<file path="src/rtl/alu_share_arbiter.sv">
// Round-robin sequencer sharing one 74381-style ALU between two requesters.
// Optional grant statistics are enabled with ALU_SHARE_ARB_STATS_EN.
module alu_share_arbiter #(
  parameter int unsigned WIDTH  = 16,
  parameter int unsigned SETTLE = 2
) (
  input  logic             clk,
  input  logic             rst_n,
  input  logic             req0_valid,
  output logic             req0_ready,
  input  logic [2:0]       req0_S,
  input  logic [WIDTH-1:0] req0_A,
  input  logic [WIDTH-1:0] req0_B,
  input  logic             req1_valid,
  output logic             req1_ready,
  input  logic [2:0]       req1_S,
  input  logic [WIDTH-1:0] req1_A,
  input  logic [WIDTH-1:0] req1_B,
  output logic [2:0]       alu_S,
  output logic [WIDTH-1:0] alu_A,
  output logic [WIDTH-1:0] alu_B,
  output logic             alu_Cin,
  input  logic [WIDTH-1:0] alu_F,
  output logic             rsp_valid,
  input  logic             rsp_ready,
  output logic             rsp_id,
  output logic [WIDTH-1:0] rsp_F,
  output logic             rsp_zero
`ifdef ALU_SHARE_ARB_STATS_EN
  ,
  input  logic             stat_clr,
  output logic [15:0]      stat_grant0,
  output logic [15:0]      stat_grant1
`endif
);

  localparam int unsigned CNT_W  = 4;
  localparam int unsigned STAT_W = 16;

  localparam logic [1:0] ST_IDLE = 2'd0;
  localparam logic [1:0] ST_EXEC = 2'd1;
  localparam logic [1:0] ST_RESP = 2'd2;

  logic [1:0]       state_q, state_d;
  logic [CNT_W-1:0] cnt_q, cnt_d;
  logic             last_grant_q, last_grant_d;
  logic             grant_id_q, grant_id_d;
  logic [2:0]       alu_s_q, alu_s_d;
  logic [WIDTH-1:0] alu_a_q, alu_a_d;
  logic [WIDTH-1:0] alu_b_q, alu_b_d;
  logic             alu_cin_q, alu_cin_d;
  logic             rsp_valid_q, rsp_valid_d;
  logic             rsp_id_q, rsp_id_d;
  logic [WIDTH-1:0] rsp_f_q, rsp_f_d;
  logic             rsp_zero_q, rsp_zero_d;

  logic             grant0_c, grant1_c;
  logic [2:0]       sel_s_c;
  logic [WIDTH-1:0] sel_a_c, sel_b_c;

  // Arbitration: ties go to the requester that was not granted last.
  always_comb begin
    grant0_c = 1'b0;
    grant1_c = 1'b0;
    if (rst_n && (state_q == ST_IDLE)) begin
      if (req0_valid && (!req1_valid || last_grant_q)) begin
        grant0_c = 1'b1;
      end else if (req1_valid) begin
        grant1_c = 1'b1;
      end
    end
  end

  assign req0_ready = grant0_c;
  assign req1_ready = grant1_c;

  assign sel_s_c = grant1_c ? req1_S : req0_S;
  assign sel_a_c = grant1_c ? req1_A : req0_A;
  assign sel_b_c = grant1_c ? req1_B : req0_B;

  always_comb begin
    state_d      = state_q;
    cnt_d        = cnt_q;
    last_grant_d = last_grant_q;
    grant_id_d   = grant_id_q;
    alu_s_d      = alu_s_q;
    alu_a_d      = alu_a_q;
    alu_b_d      = alu_b_q;
    alu_cin_d    = alu_cin_q;
    rsp_valid_d  = rsp_valid_q;
    rsp_id_d     = rsp_id_q;
    rsp_f_d      = rsp_f_q;
    rsp_zero_d   = rsp_zero_q;
    case (state_q)
      ST_IDLE: begin
        if (grant0_c || grant1_c) begin
          alu_s_d      = sel_s_c;
          alu_a_d      = sel_a_c;
          alu_b_d      = sel_b_c;
          // Both subtract functions need the borrow-free carry-in.
          alu_cin_d    = (sel_s_c == 3'b001) || (sel_s_c == 3'b010);
          last_grant_d = grant1_c;
          grant_id_d   = grant1_c;
          cnt_d        = CNT_W'(SETTLE - 1);
          state_d      = ST_EXEC;
        end
      end
      ST_EXEC: begin
        if (cnt_q == '0) begin
          rsp_f_d     = alu_F;
          rsp_zero_d  = (alu_F == '0);
          rsp_id_d    = grant_id_q;
          rsp_valid_d = 1'b1;
          state_d     = ST_RESP;
        end else begin
          cnt_d = cnt_q - CNT_W'(1);
        end
      end
      ST_RESP: begin
        if (rsp_ready) begin
          rsp_valid_d = 1'b0;
          state_d     = ST_IDLE;
        end
      end
      default: state_d = ST_IDLE;
    endcase
  end

  always_ff @(posedge clk) begin
    if (!rst_n) begin
      state_q      <= ST_IDLE;
      cnt_q        <= '0;
      last_grant_q <= 1'b1;
      grant_id_q   <= 1'b0;
      alu_s_q      <= '0;
      alu_a_q      <= '0;
      alu_b_q      <= '0;
      alu_cin_q    <= 1'b0;
      rsp_valid_q  <= 1'b0;
      rsp_id_q     <= 1'b0;
      rsp_f_q      <= '0;
      rsp_zero_q   <= 1'b0;
    end else begin
      state_q      <= state_d;
      cnt_q        <= cnt_d;
      last_grant_q <= last_grant_d;
      grant_id_q   <= grant_id_d;
      alu_s_q      <= alu_s_d;
      alu_a_q      <= alu_a_d;
      alu_b_q      <= alu_b_d;
      alu_cin_q    <= alu_cin_d;
      rsp_valid_q  <= rsp_valid_d;
      rsp_id_q     <= rsp_id_d;
      rsp_f_q      <= rsp_f_d;
      rsp_zero_q   <= rsp_zero_d;
    end
  end

  assign alu_S     = alu_s_q;
  assign alu_A     = alu_a_q;
  assign alu_B     = alu_b_q;
  assign alu_Cin   = alu_cin_q;
  assign rsp_valid = rsp_valid_q;
  assign rsp_id    = rsp_id_q;
  assign rsp_F     = rsp_f_q;
  assign rsp_zero  = rsp_zero_q;

`ifdef ALU_SHARE_ARB_STATS_EN
  logic [STAT_W-1:0] stat0_q, stat0_d;
  logic [STAT_W-1:0] stat1_q, stat1_d;

  // Saturating accept counters; clear wins over a same-cycle accept.
  always_comb begin
    stat0_d = stat0_q;
    stat1_d = stat1_q;
    if (stat_clr) begin
      stat0_d = '0;
      stat1_d = '0;
    end else begin
      if (grant0_c && (stat0_q != '1)) stat0_d = stat0_q + STAT_W'(1);
      if (grant1_c && (stat1_q != '1)) stat1_d = stat1_q + STAT_W'(1);
    end
  end

  always_ff @(posedge clk) begin
    if (!rst_n) begin
      stat0_q <= '0;
      stat1_q <= '0;
    end else begin
      stat0_q <= stat0_d;
      stat1_q <= stat1_d;
    end
  end

  assign stat_grant0 = stat0_q;
  assign stat_grant1 = stat1_q;
`else
  localparam int unsigned STAT_UNUSED = STAT_W;
`endif

endmodule

</file>
<file path="config.mk">
export PLATFORM = sky130hd
export DESIGN_NAME = alu_share_arbiter
export DESIGN_NICKNAME = d
export VERILOG_FILES = /design/src/rtl/alu_share_arbiter.sv
export SDC_FILE = /design/constraint.sdc
export NUM_CORES = 1
export LEC_CHECK = 0
export ABC_CLOCK_PERIOD_IN_PS = 1990
export BUFFER_PORTS_ARGS = -buffer_cell sky130_fd_sc_hd__buf_2
export CAP_MARGIN = 20
export CORE_AREA = 2 2 100 102
export CTS_CLUSTER_SIZE = 20
export DETAILED_ROUTE_END_ITERATION = 7
export DIE_AREA = 0 0 102 104
export GPL_TIMING_DRIVEN = 1
export SYNTH_ARGS = -nofsm -noshare
export SYNTH_HDL_FRONTEND = slang
export SYNTH_SLANG_ARGS = --single-unit
</file>
<file path="constraint.sdc">
create_clock -name clk -period 1.99 [get_ports clk]
set_clock_uncertainty 0.2 [all_clocks]
set_input_delay 0.199 -clock clk [delete_from_list [all_inputs] [get_ports clk]]
set_output_delay 0.199 -clock clk [all_outputs]
set_load 0.02 [all_outputs]
</file>
==> run metrics <==
run status=finished clean; top post-synthesis cells by count=106 x nand2_1, 63 x dfxtp_1, 34 x a31oi_1; first-pass GRT wire length=15040 µm; Max VDD drop=0.2987 mV; CTS buffer count=9; HP Class=in2reg; Tcrit/Tclk final=0.9224; core area=0.009549 mm²; Die Ht=104 µm; Max Slew Vio Count=0; clock latency on the worst-skew pair=0.34 ns; initial antenna violation count=0; Req. time, crit path=1.59 ns; post-route setup TNS=0 ns; yosys warns=0; Avg Cell Area, Syn=8.152 µm²; grt total ovfl=0; number of buffers on the longest clock path=2; vias=3243; Synth area leader=dfxtp_1; Starting Density=0.2834; Startpoint Class=register; DRC viols=0; row cnt=36; CTS tree=done; 1st-iter DRT viols=147; die area=0.01061 mm²; Worst-path clk slew=0.06 ns; largest net degree at the start of global routing=64; Leak=2.125 nW; library cells used by synthesis=31; Yosys reg bits=63; DP Cell Count=594; IO Pins=148; 1st-pass router iterations=4; Final HPWL DP=5122 µm; Slew headroom=0.6133; Finished Cell Area=0.004586 mm²; Worst Tran Pin Value=0.5801 ns; Seq/Total Area, Yosys=0.4660; Finished Layout Cells=698; Layout Nets=655; Mapped Area=0.002706 mm²; Layout Area Growth over Synthesis=69.44%; Worst Path Max Fanout=18; antenna cells=0; Hold Vio Cnt, Final=0; count leader, synth=nand2_1; pwr/cell area=698.8 mW/mm²; Synth top area share=0.4660; Max Fclk=544.8 MHz; H-tree levels=3; Sink Count=63; WL/cell=13.92 µm; buffers added on ports=147; CP arrival=1.44 ns; Vias/cell=4.646; Main synth FF type=dfxtp_1; syn nets=425; Total Wirelength=9717 µm; Antenna Violating Nets Remaining=0; gr usage total=0.1777; post-synthesis async set-or-reset flop share=0; Die Width=102 µm; Post-synth EDFFs=0; Final min period=1.835 ns; crit path capture type=output pin; RSZ-0062 raised after global routing=no; Root Driver=clkbuf_8; share of cells above drive strength 1=0.3080; hold_ws=0.06337 ns; Final setup violation count=0; CP Class=reg2out; synth top area cells=dfxtp_1 47%, nand2_1 15%, a31oi_1 7.9%; max_cap viols=0; placed inst area=0.003520 mm²; Syn Inst Count=332; vias in the first global route=3252; routability cong.=0.7449
## stage by stage
step	util	setup slack, ns	total power [mW]
final	0.4802	0.1545	3.205
after global routing	0.4802	0.04067	3.389
after CTS	0.4777	0.04870	3.221
after detailed placement	0.3686	0.1892	2.102
after global placement	0.3686	0.2524	2.092
after floorplan	-	0.3020	1.855
## cells by family (layout without fill, tap and decap cells)
kind of cell,after synthesis,count (layout),synth area share
AND/OR/NAND/NOR,136,136,0.2224
AO/OA/AOI/OAI,96,96,0.2168
flip-flops,63,63,0.4660
buffers and inverters,28,261,0.06149
XOR/XNOR,4,4,0.01294
multiplexers,3,3,0.01110
adder cells (fa/ha/maj),2,2,0.009245
## area by class of cell
cell class | instances | area (µm²)
Clock buffer | 13 | 158.9
Clock inverter | 1 | 5.005
Fill cell | 929 | 4964
Inverter | 4 | 27.53
Multi-Input combinational cell | 241 | 1279
Sequential cell | 63 | 1261
Tap cell | 133 | 166.4
Timing Repair Buffer | 242 | 1679
Timing Repair inverter | 1 | 8.758
## registers in the layout (all words and copies together), names as in the netlist, 2 cells and up
name	flops
alu_B	16
rsp_F	16
cnt_q	4
alu_A	16
alu_S	3
state_q	2
## metal layers
layer,share of wire,global-route usage,wire [µm],vias to the layer above
li1,-,-,-,1610
met1,0.43,0.2028,4167,1457
met2,0.47,0.3017,4557,148
met3,0.073,0.05847,711,28
met4,0.029,0.07048,281,0
met5,0,0,0,-
## placed cells by master (no fill, tap or decap), types with 2 or more instances in the layout
cell type / netlist / routed
buf_2: 6 / 147
nand2_1: 106 / 106
dlygate4sd3_1: 0 / 87
dfxtp_1: 63 / 63
a31oi_1: 34 / 34
o21ai_0: 31 / 31
a21boi_0: 20 / 20
clkbuf_8: 0 / 11
o21ai_1: 7 / 7
buf_4: 3 / 7
nand3_1: 6 / 6
and3_1: 5 / 5
nor2_1: 5 / 5
xnor2_1: 4 / 4
nor4_1: 4 / 4
inv_1: 3 / 3
mux2i_1: 3 / 3
o21a_1: 2 / 2
nor3b_1: 2 / 2
ha_1: 2 / 2
clkbuf_1: 10 / 2
## critical path, stage by stage, from the launching register on
cell and delay (ns):
dfxtp_1 0.36, nor3b_4 0.28, nand3_4 0.15, clkinv_8 0.12, buf_2 0.18
## where the power goes
part	switching [mW]	total, mW	internal (mW)	leakage (nW)
Combinational	0.436	0.807	0.371	1.52
Sequential	0.0552	1.42	1.37	0.518
Clock	0.468	0.974	0.506	0.0854
Total	0.959	3.20	2.25	2.13
## worst paths after layout
check,start,cells after the start,end,slack (ns)
setup reg to reg,cnt_q[0],6,cnt_q[1],0.18
setup / recovery,state_q[0],4,req1_ready,0.15
hold / removal,req0_valid,3,grant_id_q,0.06
hold reg to reg,grant_id_q,2,rsp_id,0.26
## timing repair
item | 4_1_cts | 5_1_grt
pin swaps | 0 | 2
cloned | 0 | 1
hold buffers | 87 | 0
setup buffers | 0 | 2
resized for setup | 1 | 0
endpoints found under the hold margin | 53 | 0
setup endpoints to repair | 1 | 1
No activity file was read; power rests on OpenSTA's default activity.
